**src/rtl/sirv_qspi_flash_fetch.sv**
```systemverilog
// ICB-to-flashmap fetch engine: turns one aligned ICB read into a run of
// single-byte address/data handshakes and assembles a little-endian response.
module sirv_qspi_flash_fetch #(
  parameter logic [31:0] FLASH_ADDR_MASK = 32'h1FFF_FFFF
) (
  input  logic        clock,
  input  logic        reset,
  input  logic        i_icb_cmd_valid,
  output logic        i_icb_cmd_ready,
  input  logic [31:0] i_icb_cmd_addr,
  input  logic        i_icb_cmd_read,
  input  logic [1:0]  i_icb_cmd_size,
  output logic        i_icb_rsp_valid,
  input  logic        i_icb_rsp_ready,
  output logic [31:0] i_icb_rsp_rdata,
  output logic        i_icb_rsp_err,
  output logic        o_addr_valid,
  input  logic        o_addr_ready,
  output logic [31:0] o_addr_next,
  output logic [31:0] o_addr_hold,
  input  logic        o_data_valid,
  output logic        o_data_ready,
  input  logic [7:0]  o_data_bits
);

  typedef enum logic [1:0] {IDLE = 2'd0, ADDR = 2'd1, DATA = 2'd2, RSP = 2'd3} state_e;

  state_e      state_q, state_d;
  logic [31:0] cur_addr_q, cur_addr_d;
  logic [31:0] hold_q, hold_d;
  logic [2:0]  rem_q, rem_d;
  logic [1:0]  lane_q, lane_d;
  logic [31:0] asm_q, asm_d;
  logic        err_q, err_d;
  logic        cmd_bad;

  always_ff @(posedge clock or posedge reset) begin
    if (reset) begin
      state_q    <= IDLE;
      cur_addr_q <= '0;
      hold_q     <= '0;
      rem_q      <= '0;
      lane_q     <= '0;
      asm_q      <= '0;
      err_q      <= 1'b0;
    end else begin
      state_q    <= state_d;
      cur_addr_q <= cur_addr_d;
      hold_q     <= hold_d;
      rem_q      <= rem_d;
      lane_q     <= lane_d;
      asm_q      <= asm_d;
      err_q      <= err_d;
    end
  end

  // Writes, size 3 and misaligned accesses are answered with an error and never reach flash.
  assign cmd_bad = !i_icb_cmd_read || (i_icb_cmd_size == 2'd3) ||
                   ((i_icb_cmd_size == 2'd1) && i_icb_cmd_addr[0]) ||
                   ((i_icb_cmd_size == 2'd2) && (i_icb_cmd_addr[1:0] != 2'd0));

  always_comb begin
    state_d    = state_q;
    cur_addr_d = cur_addr_q;
    hold_d     = hold_q;
    rem_d      = rem_q;
    lane_d     = lane_q;
    asm_d      = asm_q;
    err_d      = err_q;
    case (state_q)
      IDLE: if (i_icb_cmd_valid) begin
        asm_d = '0;
        if (cmd_bad) begin
          err_d   = 1'b1;
          state_d = RSP;
        end else begin
          err_d      = 1'b0;
          cur_addr_d = i_icb_cmd_addr & FLASH_ADDR_MASK;
          lane_d     = i_icb_cmd_addr[1:0];
          rem_d      = 3'd1 << i_icb_cmd_size;
          state_d    = ADDR;
        end
      end
      ADDR: if (o_addr_ready) begin
        hold_d  = cur_addr_q;
        state_d = DATA;
      end
      DATA: if (o_data_valid) begin
        asm_d[{lane_q, 3'b000} +: 8] = o_data_bits;
        lane_d     = lane_q + 2'd1;
        cur_addr_d = cur_addr_q + 32'd1;
        rem_d      = rem_q - 3'd1;
        state_d    = (rem_q == 3'd1) ? RSP : ADDR;
      end
      RSP: if (i_icb_rsp_ready) state_d = IDLE;
      default: state_d = IDLE;
    endcase
  end

  assign i_icb_cmd_ready = (state_q == IDLE);
  assign o_addr_valid    = (state_q == ADDR);
  assign o_data_ready    = (state_q == DATA);
  assign i_icb_rsp_valid = (state_q == RSP);
  assign i_icb_rsp_rdata = i_icb_rsp_valid ? asm_q : 32'd0;
  assign i_icb_rsp_err   = i_icb_rsp_valid & err_q;
  assign o_addr_next     = cur_addr_q;
  assign o_addr_hold     = hold_q;

endmodule

```
**config.mk**
```make
export PLATFORM = sky130hd
export DESIGN_NAME = sirv_qspi_flash_fetch
export DESIGN_NICKNAME = d
export VERILOG_FILES = /design/src/rtl/sirv_qspi_flash_fetch.sv
export SDC_FILE = /design/constraint.sdc
export NUM_CORES = 1
export LEC_CHECK = 0
export CAP_MARGIN = 0
export CORE_UTILIZATION = 42
export CTS_CLUSTER_SIZE = 12
export DETAILED_ROUTE_END_ITERATION = 8
export PLACE_DENSITY_LB_ADDON = 0.05
export SKIP_CTS_REPAIR_TIMING = 1
export SLEW_MARGIN = 20
export SYNTH_ARGS = -nofsm -noshare
export SYNTH_HDL_FRONTEND = slang
export SYNTH_SLANG_ARGS = --single-unit
```
**constraint.sdc**
```tcl
create_clock -name clock -period 2.9 [get_ports clock]
set_clock_uncertainty 0.1 [all_clocks]
set_input_delay 0.29 -clock clock [delete_from_list [all_inputs] [get_ports clock]]
set_output_delay 0.29 -clock clock [all_outputs]
set_load 0.05 [all_outputs]
```
== Yosys cells after proc, flatten, opt, wreduce, memory -nomap -nowiden ==
Cells that the tools add are included.

* Reduce and logical (&&, ||, !) cells: 14
* Shift-type cells: 3
* $add $sub $neg: 4
* Muxes and demuxes: 25
* Eq/ne operators: 12
* Bitwise operators: 1

{| class="wikitable"
|+ Operators by type and width
! kind !! number
|-
| two-way mux 32 bit || 6
|-
| case mux 32 bit (2 select lines) || 2
|-
| adder 32 x 1 -> 32 bit (second input constant) || 1
|-
| bitwise mux 32 bit || 1
|-
| variable shift 8 x 7 -> 32 bit (first input constant) || 1
|-
| indexed part select 8 x 7 -> 32 bit || 1
|-
| two-way mux 2 bit || 9
|-
| two-way mux 3 bit || 3
|-
| == test 2 bit (second input constant) || 4
|-
| case mux 2 bit (4 select lines) || 1
|-
| AND reduction 4 bit || 2
|-
| negator 5 -> 7 bit || 1
|-
| != test 2 bit (second input constant) || 3
|-
| case mux 3 bit (2 select lines) || 1
|-
| == test 2 x 1 -> 1 bit (second input constant) || 2
|-
| != test 2 x 1 -> 1 bit (second input constant) || 2
|-
| case mux 2 bit (2 select lines) || 1
|-
| AND reduction 2 bit || 2
|-
| nonzero test 2 bit || 2
|-
| == test 3 x 1 -> 1 bit (second input constant) || 1
|-
| logical OR 1 bit || 3
|-
| AND reduction 3 bit || 1
|-
| << shifter 1 x 2 -> 3 bit (first input constant) || 1
|-
| subtractor 3 x 1 -> 3 bit (second input constant) || 1
|-
| other kinds (6) || 7
|}

* Logic and storage cells: 66
* Output and inout bits: 101
* Flip-flop bits (word level): 104

== Logic depth before layout (Yosys ltp) ==
* Depth in word-level cells: 7
* Mapped depth: 8

== Least setup slack after synthesis ==
No wires, ideal clock.

* Path kind: reg-to-reg
* From: register cur_addr_q[0] (netlist: o_addr_next[0])
* To: register cur_addr_q[18] (netlist: o_addr_next[18])
* Library setup time: 66 ps
* Required time: 2,734 ps
* Stages on the path, launching flop included: 8
* Arrival time: 2,375 ps
* Slack: 359 ps
* Cell sequence: dfrtp_1 -> ha_1 -> nand2_1 -> or2_2 -> buf_2 -> or4_1 -> a21oi_1 -> o22a_1

* Longest elaborated chain between the ends: 3

{| class="wikitable"
|+ Ends and longest elaborated chain
! what !! line !! text
|-
| from (decl) || 29 || <nowiki>logic [31:0] cur_addr_q, cur_addr_d;</nowiki>
|-
| from (signal assigned) || 48 || <nowiki>cur_addr_q <= cur_addr_d;</nowiki>
|-
| adder 32 x 1 -> 32 bit || 91 || <nowiki>cur_addr_d = cur_addr_q + 32'd1;</nowiki>
|-
| two-way mux 32 bit || 88 || <nowiki>DATA: if (o_data_valid) begin</nowiki>
|-
| case mux 32 bit (2 select lines) || 70 || <nowiki>case (state_q)</nowiki>
|}

No other way between the ends. The select of a mux whose other input is x is not followed.
A chain may end at the register's enable or synchronous reset.

== Final worst setup path ==
* From: register state_q[1]
* To: output i_icb_rsp_rdata[21]

* Longest elaborated chain between the ends: 2

{| class="wikitable"
|+ Ends and longest elaborated chain
! what !! line !! text
|-
| from (decl) || 28 || <nowiki>state_e state_q, state_d;</nowiki>
|-
| from (signal assigned) || 47 || <nowiki>state_q <= state_d;</nowiki>
|-
| == test 2 bit || 103 || <nowiki>assign i_icb_rsp_valid = (state_q == RSP);</nowiki>
|-
| two-way mux 32 bit || 104 || <nowiki>assign i_icb_rsp_rdata = i_icb_rsp_valid ? asm_q : 32'd0;</nowiki>
|-
| to (decl) || 15 || <nowiki>output logic [31:0] i_icb_rsp_rdata,</nowiki>
|}

No other way between the ends.

==> out/qor.tcl <==
set qor(outcome) {completed}
set qor(die_area_um2) 12900
set qor(ir_worst_vdd_v) 0.000825
set qor(layout_commonest_cell) {sky130_fd_sc_hd__clkdlybuf4s50_1}
set qor(synth_enable_flop_cells) 0
set qor(fin_crit_ps) 2550
set qor(netlist_instances) 511
set qor(grt_start_max_net_pins) 49
set qor(netlist_area_um2) 5220
set qor(max_slew_margin_pct) 38.7
set qor(timing.critical_path.arrival_ps) 2160
set qor(worst-path-max-fanout) 43
set qor(fill_cells) 1043
set qor(powerDensity_nw_per_um2) 1210
set qor(worst_path_max_delay_cell) {sky130_fd_sc_hd__clkdlybuf4s50_1}
set qor(drt_iter0_markers) 389
set qor(io_pins) 150
set qor(cts-root-to-sink-buffers) 2
set qor(final_nets) 715
set qor(route.detailed.wl_per_inst_um) 18.2
set qor(timing.critical_path.from_type) {flip-flop}
set qor(asyncSetResetFlopFracSynth_pct) 100
set qor(category_of_the_critical_setup_timing_path) {flip-flop to output port}
set qor(syn_avg_cell_area_um2) 10.2
set qor(globalRoute.totalOverflow) 0
set qor(final_antenna_net_count) 0
set qor(fmax_mhz) 391
set qor(tritoncts.num_buffers) 9
set qor(synth.net_count) 568
set qor(grt_pass1_vias) 4524
set qor(mostFrequentLayoutCells) {sky130_fd_sc_hd__clkdlybuf4s50_1 (131), sky130_fd_sc_hd__dfrtp_1 (104), sky130_fd_sc_hd__and3_1 (40)}
set qor(cts.root.buffer_cell) {sky130_fd_sc_hd__clkbuf_16}
set qor(cp-startpoint) {state_q[1]}
set qor(postSynth.topFlopCell) {sky130_fd_sc_hd__dfrtp_1}
set qor(post_route_cells_drive_above_1_share_pct) 14.1
set qor(die_width_um) 114
set qor(n_antenna_cell) 0
set qor(chipHeight_um) 114
set qor(vias_per_cell) 5.75
set qor(r2r-start) {o_addr_next[0]}
set qor(gp_congestion) 0.822
set qor(clk_pin_slew_worst_paths_ps) 70
set qor(first_pass_iters) 4
set qor(critical_path.cell_chain) {buf_4 > and3_1 > clkdlybuf4s50_1}
set qor(timing.setup.tns_ps) 0
set qor(timing_worst_slew_pin_value_ps) 909
set qor(ys_warn_count) 0
set qor(hold_path.class) {primary input to asynchronous set/reset pin}
set qor(clkSinkCount) 104
set qor(place_hpwl_mm) 10.6
set qor(slew_viol_final) 0
set qor(power_leakage_nw) 3.11
set qor(grt_pass1_wl_mm) 24.2
set qor(insertion_delay_ps) 350
set qor(drv_cap) 0
set qor(required_ps) 2510
set qor(ys_seq_area_share_pct) 49.8
set qor(finalHoldViolations) 0
set qor(floorplan.initialDensity_pct) 43.3
set qor(p_total_mw) 8.74
set qor(slowest_delay_ps) 810
set qor(port_buffers) 146
set qor(layout.core_utilization_pct) 59.8
set qor(critical_path.endpoint_type) {output port}
set qor(core_area_um2) 12100
set qor(rsz0062_at_grt) {false}
set qor(drc) 0
set qor(grtUsageTotal_pct) 24.1
set qor(finalCritPeriodShare_pct) 88.1
set qor(ys_seq_elements) 104
set qor(rows) 40
set qor(area_delta_synth_final_pct) 38.2
set qor(route.vias.total) 4768
set qor(tritoncts_clock_tree) {built}
set qor(grt_antenna_before_repair) 0
set qor(drt_wl_total_mm) 15.1
set qor(yosys.cell_types.count) 51
set qor(setup-violations-final) 0
set qor(clock_tree.htree_level_count) 3
==> final cells by class <==
| cell class | instances | area [µm²] | area share, % |
|---|---|---|---|
| Clock buffer | 13 | 250 | 3.47 |
| Clock inverter | 1 | 5.00 | 0.0693 |
| Inverter | 9 | 37.5 | 0.520 |
| Multi-Input combinational cell | 364 | 2470 | 34.2 |
| Sequential cell | 104 | 2600 | 36.1 |
| Tap cell | 168 | 210 | 2.91 |
| Timing Repair Buffer | 170 | 1640 | 22.7 |
==> through the flow <==
stage / area [µm²] / hold slack [ps] / instances / worst slack, ps
5_1_grt: 7220 / 388 / 829 / 271
6_report: 7220 / 305 / 829 / 345
3_3_place_gp: 6960 / 366 / 815 / 496
4_1_cts: 7220 / 333 / 829 / 337
2_1_floorplan: 5230 / 292 / 511 / 359
3_5_place_dp: 6960 / 375 / 815 / 490
==> routing by layer <==
layer  vias up  global-route usage [%]  share of wire, %
li1       2218                       -                 -
met5         -                       0                 0
met4         0                    7.98               1.6
met1      2345                    36.7                48
met2       187                    34.5                44
met3        18                    4.25               6.4
==> cell usage after synthesis (9+ instances only) <==
library cell,count,area (µm²)
sky130_fd_sc_hd__a21oi_1,33,165
sky130_fd_sc_hd__a22o_1,33,289
sky130_fd_sc_hd__and3_1,40,250
sky130_fd_sc_hd__clkbuf_1,27,101
sky130_fd_sc_hd__dfrtp_1,104,2600
sky130_fd_sc_hd__inv_1,9,33.8
sky130_fd_sc_hd__mux2_2,32,360
sky130_fd_sc_hd__nand2_1,38,143
sky130_fd_sc_hd__nand3_1,16,80.1
sky130_fd_sc_hd__nand4_1,12,75.1
sky130_fd_sc_hd__nor2_1,30,113
sky130_fd_sc_hd__nor3_1,12,60.1
sky130_fd_sc_hd__o21ai_0,23,115
sky130_fd_sc_hd__o22ai_1,10,62.6
==> worst paths after layout <==
kind | cells past startpoint | end | slack (ps)
max in group asynchronous | 3 | o_addr_hold[14] | 1760
worst max-delay path | 3 | i_icb_rsp_rdata[21] | 350
min in group clock | 2 | o_addr_hold[13] | 380
worst min register to register | 2 | o_addr_hold[13] | 380
worst max register to register | 6 | o_addr_next[26] | 530
worst min-delay path | 2 | asm_q[25] | 310
==> state kept, by name (all words and copies together), names as in the netlist <==
name         cells
o_addr_hold     32
rem_q            3
err_q            1
lane_q           2
asm_q           32
o_addr_next     32
state_q          2
==> critical path: cells and delay by family, from the launching register on <==
kind | cells | cell delay (ps)
buffers and inverters | 2 | 1180
AND/OR/NAND/NOR | 1 | 230
flip-flops | 1 | 390
==> power by group <==
group          internal, mW  leakage, nW  switching [mW]
clock network         0.597        0.126           0.521
registers              1.99         1.26           0.560
logic                  1.76         1.72            3.32
total                  4.34         3.11            4.40
==> logic make-up after synthesis <==
kind of cell	Yosys count	share of synthesized area (%)
buffers and inverters	43	3.16
AO/OA/AOI/OAI	143	18.8
flip-flops	104	49.8
adder cells (fa/ha/maj)	8	1.92
AND/OR/NAND/NOR	175	18.3
multiplexers	38	8.05
Power figures use the tool's default switching activity.
